`config.mk`:
```
export PLATFORM = sky130hd
export DESIGN_NAME = mmio_io_ctrl
export DESIGN_NICKNAME = d
export VERILOG_FILES = /design/src/rtl/mmio_io_ctrl.sv
export SDC_FILE = /design/constraint.sdc
export NUM_CORES = 1
export LEC_CHECK = 0
export ABC_CLOCK_PERIOD_IN_PS = 4950
export CAP_MARGIN = 10
export CELL_PAD_IN_SITES_DETAIL_PLACEMENT = 0
export CELL_PAD_IN_SITES_GLOBAL_PLACEMENT = 1
export CORE_MARGIN = 2
export CORE_UTILIZATION = 47
export CTS_CLUSTER_SIZE = 30
export DETAILED_ROUTE_END_ITERATION = 8
export HOLD_SLACK_MARGIN = 0.02
export PLACE_DENSITY = 0.92
export SKIP_CTS_REPAIR_TIMING = 1
export SLEW_MARGIN = 20
export SYNTH_ARGS = -nofsm -noshare
export SYNTH_HDL_FRONTEND = slang
export SYNTH_SLANG_ARGS = --single-unit
```
`constraint.sdc`:
```
create_clock -name clk -period 4.95 [get_ports clk]
set_input_delay 1.2375 -clock clk [delete_from_list [all_inputs] [get_ports clk]]
set_output_delay 1.2375 -clock clk [all_outputs]
set_load 0.01 [all_outputs]
```
`src/rtl/mmio_io_ctrl.sv`:
```
// MMIO block at 0x8xxx_xxxx: UART TX holding register, RX FIFO, cycle and
// retired-instruction counters. Reads are registered to line up with the synchronous memories.
module mmio_io_ctrl #(
    parameter int RX_DEPTH  = 8,
    parameter int CLK_CNT_W = 32
) (
    input  logic        clk,
    input  logic        rst_n,
    input  logic [31:0] addr,
    input  logic [31:0] wdata,
    input  logic        we,
    input  logic        re,
    input  logic        inst_retire,
    output logic [7:0]  tx_data,
    output logic        tx_valid,
    input  logic        tx_ready,
    input  logic [7:0]  rx_data,
    input  logic        rx_valid,
    output logic        rx_ready,
    output logic [31:0] io_dout
);

    localparam int AW = $clog2(RX_DEPTH);

    localparam logic [5:0] OFF_STATUS = 6'h00;
    localparam logic [5:0] OFF_RX     = 6'h01;
    localparam logic [5:0] OFF_TX     = 6'h02;
    localparam logic [5:0] OFF_CYC    = 6'h04;
    localparam logic [5:0] OFF_INST   = 6'h05;
    localparam logic [5:0] OFF_CLR    = 6'h06;

    logic                 sel;
    logic                 wr;
    logic                 rd;
    logic [5:0]           off;
    logic [AW:0]          wr_ptr;
    logic [AW:0]          rd_ptr;
    logic [7:0]           mem [RX_DEPTH];
    logic                 empty;
    logic                 full;
    logic                 push;
    logic                 pop;
    logic                 cnt_clr;
    logic [CLK_CNT_W-1:0] cyc_cnt;
    logic [CLK_CNT_W-1:0] inst_cnt;
    logic [31:0]          rdata;
    logic                 unused_bits;

    assign sel = (addr[31:28] == 4'b1000);
    assign wr  = we & sel;
    assign rd  = re & sel;
    assign off = addr[7:2];

    assign unused_bits = ^{addr[27:8], addr[1:0], wdata[31:8]};

    // Extra wrap bit on each pointer separates full from empty.
    assign empty    = (wr_ptr == rd_ptr);
    assign full     = (wr_ptr[AW] != rd_ptr[AW]) && (wr_ptr[AW-1:0] == rd_ptr[AW-1:0]);
    assign rx_ready = ~full;
    assign push     = rx_valid & ~full;
    assign pop      = rd && (off == OFF_RX) && !empty;
    assign cnt_clr  = wr && (off == OFF_CLR);

    always_comb begin
        rdata = '0;
        case (off)
            OFF_STATUS: rdata = {30'b0, ~empty, ~tx_valid};
            OFF_RX:     rdata = empty ? 32'h0 : {24'b0, mem[rd_ptr[AW-1:0]]};
            OFF_CYC:    rdata = 32'(cyc_cnt);
            OFF_INST:   rdata = 32'(inst_cnt);
            default:    rdata = '0;
        endcase
    end

    always_ff @(posedge clk) begin
        if (push) begin
            mem[wr_ptr[AW-1:0]] <= rx_data;
        end
    end

    always_ff @(posedge clk or negedge rst_n) begin
        if (!rst_n) begin
            io_dout  <= '0;
            tx_valid <= 1'b0;
            tx_data  <= '0;
            wr_ptr   <= '0;
            rd_ptr   <= '0;
            cyc_cnt  <= '0;
            inst_cnt <= '0;
        end else begin
            if (rd) begin
                io_dout <= rdata;
            end
            // tx_free is sampled before the edge, so a write during the handshake is dropped.
            if (tx_valid && tx_ready) begin
                tx_valid <= 1'b0;
            end else if (wr && (off == OFF_TX) && !tx_valid) begin
                tx_valid <= 1'b1;
                tx_data  <= wdata[7:0];
            end
            if (push) begin
                wr_ptr <= wr_ptr + (AW+1)'(1);
            end
            if (pop) begin
                rd_ptr <= rd_ptr + (AW+1)'(1);
            end
            if (cnt_clr) begin
                cyc_cnt  <= '0;
                inst_cnt <= '0;
            end else begin
                cyc_cnt <= cyc_cnt + CLK_CNT_W'(1);
                if (inst_retire) begin
                    inst_cnt <= inst_cnt + CLK_CNT_W'(1);
                end
            end
        end
    end

endmodule

```
==> impl_results.md, run 1 <==
- Die area: 18,300 µm²
- Avg Cell Area, Syn: ~12 µm²
- Power per standard cell area: 381 nW/µm²
- CP Capture Type: output pin
- Slew Viols, Final: 0
- Io pins: ~120
- Final period util: between 70% and 80%
- Clock transition at the registers of the reported paths: about 70 ps
- Largest net degree at the start of global routing: between 90 and 100
- Root Driver: clkbuf_16
- Area delta synth->final: 19.5%
- First-pass GRT wire length: 29,700 µm
- Synth warn: 0
- Setup CP Type: flop to output pin
- Rel. slew slack: about a third
- P_leak: approximately 3.7 nW
- # setup viols final: 0
- Final nets: between 800 and 900
- Share of cells above drive strength 1: 12.2%
- GR peak layer: met2
- Post-synth EDFFs: 64
- IO buf count: 74
- CTS buffer count: 17
- Gpl congestion: 0.800
- GRT overflow: 0
- Cell variety after synth: 41
- Startpoint Class: flop
- Die Wd: between 100 and 150 µm
- Crit-path max FO: 19
- Routed vias: 5,721
- Vias/cell: between 5 and 6
- Power Total: ~0.0037 W
- Slew at the pin with the worst max-slew slack: roughly 1000 ps
- First-iteration detailed-routing DRC count: 455
- Crit path DAT: about 2500 ps
- Status: finished, final reports clean
- Hold Path Class: flop to flop
- Clock Path Buffers: 2
- Number of global-route vias before repair: 5,798
- Clock network latency to the later pin of the worst-skew pair: 440 ps
- Global-route met2 utilization: between 30% and 40%
- Fmax: approximately 0.27 GHz
- Cell Rows: 47
- # DRC: 0
- RSZ-0062 raised after global routing: no
- Hold WS: approximately 480 ps
- CTS tree: built
- Routed Wire Length: 17,900 µm
- Critical Path RT: 3710 ps
- #FFs+latches synth: about 180
- Fin util: between 50% and 60%
- Synth top area share: 35.0%
- Synth Cell Area: approximately 8100 µm²
- GR Util met3: 4.08%
- Final clock skew: 14.0 ps
- Antenna fix cells: 0
- Max Cap Violations: 0
- ANT nets after route: 0
- Synth Flop Type: dfrtp_1
- Die Ht: 135 µm
- H-tree Lvls: 4
- Wire per inst: roughly 18 µm
- Core Area: roughly 17,000 µm²
- GR Util met1: around 28%
- Minimum clock period after layout: around 3700 ps
- Detailed Place HPWL: 11,900 µm
- Sequential area share after synthesis: approximately three fifths
- CTS sink cnt: roughly 180
- Total negative slack: 0 ps
- GRT Util Overall: roughly a fifth
- VDD IR-drop max: 0.000275 V
- Top post-synthesis cells by area: dfrtp_1 (35%), edfxtp_1 (24%), mux4_2 (4.5%)
- Initial core utilization: about half
- Synth Instances: around 670
- Dominant cell type by area after synthesis: dfrtp_1
- Final hold violations: 0
- Drt pass-1 iters: 5
- Ys async rst share: 63.8%
- Initial antenna violation count: 0
- Syn_nets: between 700 and 800
[worst max-delay path: stages, from the launching register on]
cell	delay (ps)
dfrtp_1	870
xor2_1	230
or4_1	460
clkdlybuf4s50_1	500
[path summary, 6_finish.rpt]
| path | end | slack (ps) | cells past startpoint | from |
|---|---|---|---|---|
| worst max-delay path | rx_ready | 1210 | 3 | rd_ptr[2] |
| worst min-delay path | io_dout[18] | 480 | 2 | io_dout[18] |
| worst max register to register | mem[5][1] | 2320 | 4 | rd_ptr[2] |
| worst min register to register | io_dout[18] | 480 | 2 | io_dout[18] |
| max in group asynchronous | inst_cnt[2] | 3200 | 2 | rst_n |
| min in group asynchronous | io_dout[23] | 890 | 1 | rst_n |
[flip-flops by register name, summed over array words and instances (netlist names)]
| signal | cells |
|---|---|
| tx_data | 8 |
| tx_valid | 1 |
| io_dout | 32 |
| wr_ptr | 4 |
| mem | 64 |
| inst_cnt | 32 |
| rd_ptr | 4 |
| cyc_cnt | 32 |
[Yosys cell counts (10+ instances only)]
library cell / number
xnor2_1: 18
inv_1: 10
nand3_1: 23
or4_1: 28
mux4_2: 16
nor2_1: 36
or3_1: 15
o21ai_0: 40
xor2_1: 14
mux2_2: 21
nand2_1: 55
nand4_1: 21
edfxtp_1: 64
a21oi_1: 44
mux2i_1: 28
clkbuf_1: 33
o31ai_1: 24
dfrtp_1: 113
[metal layers]
layer	wire [µm]	vias up
met3	928	21
li1	-	2682
met5	0	-
met1	7970	2846
met4	296	0
met2	8740	172
[layout by cell type, fill, tap and decap left out, types with 15 or more instances in the layout]
cell             count
mux4_2              16
o31ai_1             24
or3_1               15
o21ai_0             40
clkdlybuf4s50_1     72
dfrtp_1            113
or4_1               28
nand2_1             55
nor2_1              36
a21oi_1             44
mux2_2              21
clkbuf_16           17
xnor2_1             18
nand4_1             21
edfxtp_1            64
nand3_1             23
mux2i_1             28
[power breakdown]
part,internal [W],switching (W)
combinational,0.000218,0.000246
clock,0.000696,0.000676
sequential,0.00169,0.000150
total,0.00261,0.00107
[area by class of cell]
class,instances,area (µm²)
well taps,220,275
flip-flops and latches,177,4750
multi-input cells,446,3140
clock inverters,15,196
fillers,1324,7040
inverters,10,37.5
repair buffers,88,842
clock buffers,17,425
[kinds of logic (layout without fill, tap and decap cells)]
logic type      after synthesis  count (layout)  synth area share, %
buf+inv                      51             130                 2.51
flops                       177             177                 58.7
simple gates                226             226                 15.2
xor+xnor                     32              32                 3.47
fa+ha+maj                     4               4                0.619
compound gates              119             119                 8.59
mux                          65              65                 10.8
[through the flow]
stage / std cells / instance area [µm²] / setup WS, ps
floorplan: 674 / 8090 / 2130
CTS: 973 / 9660 / 1190
detailed placement: 941 / 9040 / 1080
finish: 973 / 9660 / 1210
global placement: 941 / 9040 / 1240
global route: 973 / 9660 / 1050
Power figures use the tool's default switching activity.
==> inputs of run 2 (changes only) <==
Settings changed: ABC_CLOCK_PERIOD_IN_PS 4950 to 3800, CORE_UTILIZATION 47 to 44, PLACE_DENSITY 0.92 to 0.88.
Clock period 4.95 ns to 3.8 ns, I/O delays scaled along.
==> impl_results.md, run 2 (synthesis results as in run 1) <==
- Placed Instances: 959
- Slew Viols, Final: 0
- Max Cap Violations: 0
- Worst r2r dst: cyc_cnt[27]
- Final non-filler cell total: a little under 1k
- Clock transition at the registers of the reported paths: roughly 70 ps
- Vias/cell: approximately 5.7
- Total negative slack: 0 ps
- CTS buffer count: 17
- Crit-path max FO: 11
- Final hold violations: 0
- Drt pass-1 iters: 5
- Final nets: approximately 830
- Setup CP Type: flop to output pin
- Share of cells above drive strength 1: between 10% and 20%
- Crit path DAT: approximately 2200 ps
- ANT nets after route: 0
- Root Driver: clkbuf_16
- Largest net degree at the start of global routing: between 60 and 70
- First-iteration detailed-routing DRC count: approximately 520
- Rel. slew slack: a little over half
- Cell Rows: 49
- CTS sink cnt: approximately 180
- Clock Path Buffers: 2
- Hold wc startpoint: io_dout[30]
- Area delta synth->final: 20.8%
- Clock network latency to the later pin of the worst-skew pair: about 440 ps
- Power per standard cell area: just under 500 nW/µm²
- Power Total: 0.00481 W
- Hold WS: 479 ps
- Slowest-stage cell, CP: or4_1
- Minimum clock period after layout: approximately 3200 ps
- Hold Path Class: flop to flop
- RSZ-0062 raised after global routing: no
- Hold endpoint: io_dout[30]
- First-pass GRT wire length: 29,400 µm
- Core Area: around 18,000 µm²
- Antenna fix cells: 0
- Die area: a little under 20,000 µm²
- # setup viols final: 0
- Gpl congestion: just under 0.8
- Slew at the pin with the worst max-slew slack: between 600 and 700 ps
- Routed vias: ~5.7k
- Peak per-stage delay on the critical path: ~530 ps
- Hold depth: 2
- Detailed Place HPWL: about 12,000 µm
- Most common cell after layout, fill and taps aside: dfrtp_1
- Initial antenna violation count: 0
- Place WS: 776 ps
- VDD IR-drop max: 0.000412 V
- Worst Reg2Reg Path Length in Cells: 4
- CP Capture Type: output pin
- Io pins: between 100 and 150
- CTS tree: built
- Die Ht: 140 µm
- Fmax: around 0.32 GHz
- Routed Wire Length: approximately 18,000 µm
- Final clock skew: around 12 ps
- Wire per inst: approximately 18 µm
- Startpoint Class: flop
- CP Cell Sequence: xor2_1, or4_1, clkdlybuf4s50_1
- P_leak: around 3.7 nW
- GRT overflow: 0
- Most frequent cells in the layout: dfrtp_1 (113), clkdlybuf4s50_1 (72), edfxtp_1 (64)
- Max reg flops: 64
- # DRC: 0
- Initial core utilization: ~45%
- IO buf count: 74
- Number of global-route vias before repair: around 5.7k
- Die Wd: around 140 µm
- Worst setup margin: ~650 ps
- Status: finished, final reports clean
- GRT Util Overall: 19.0%
- Worst reg2reg path startpoint: cyc_cnt[9]
- Critical Path RT: around 2900 ps
- Final period util: between 80% and 90%
- R2R Setup Slk: 1500 ps
- H-tree Lvls: 4
[run 2: changes by cell type in the layout (fill, tap and decap cells not counted)]
| cell | previous run | this run |
|---|---|---|
| buf_12 | 0 | 1 |
| inv_6 | 1 | 2 |
| inv_16 | 0 | 1 |
| buf_4 | 14 | 23 |
| inv_12 | 2 | 3 |
| clkinv_4 | 2 | 1 |
| clkinv_8 | 5 | 6 |
| buf_6 | 1 | 0 |
| inv_8 | 5 | 2 |
[run 2: routing by layer]
layer	GRT usage (%)	wire [µm]
met5	0	0
met2	30.4	8650
met3	4.89	830
met1	25.4	7860
met4	6.95	346
[run 2: power by group]
part	internal (W)	switching, W
sequential	0.00220	0.000185
clock	0.000920	0.000896
combinational	0.000294	0.000316
total	0.00342	0.00140
[run 2: stage by stage]
stage	utilization [%]	cell area [µm²]
6_report	54.2	9770
5_1_grt	54.2	9770
4_1_cts	54.2	9770
3_5_place_dp	50.6	9130
3_3_place_gp	50.6	9130
2_1_floorplan	-	8090
[run 2: how the worst max path moves through the flow]
| stage | startpoint | endpoint | slack, ps | depth (start not counted) |
|---|---|---|---|---|
| finish | wr_ptr[0] | rx_ready | 650 | 3 |
| global route | wr_ptr[0] | rx_ready | 560 | 3 |
| CTS | wr_ptr[0] | rx_ready | 640 | 3 |
| detailed placement | inst_retire | inst_cnt[31] | 780 | 6 |
| global placement | inst_retire | inst_cnt[31] | 810 | 6 |
| floorplan | addr[29] | rd_ptr[1] | 1270 | 5 |
[run 2: cell type report]
class / instances / area, µm²
Multi-Input combinational cell: 446 / 3140
Clock buffer: 17 / 425
Inverter: 10 / 37.5
Sequential cell: 177 / 4750
Tap cell: 229 / 287
Clock inverter: 15 / 215
Timing Repair Buffer: 97 / 918
Fill cell: 1498 / 8260
[run 2: critical path: cells and delay by family (launching register included)]
kind / cells / cell delay [ps]
and+or+nand+nor: 1 / 530
DFF: 1 / 500
buffers and inverters: 1 / 500
xor gates and xnor gates: 1 / 230
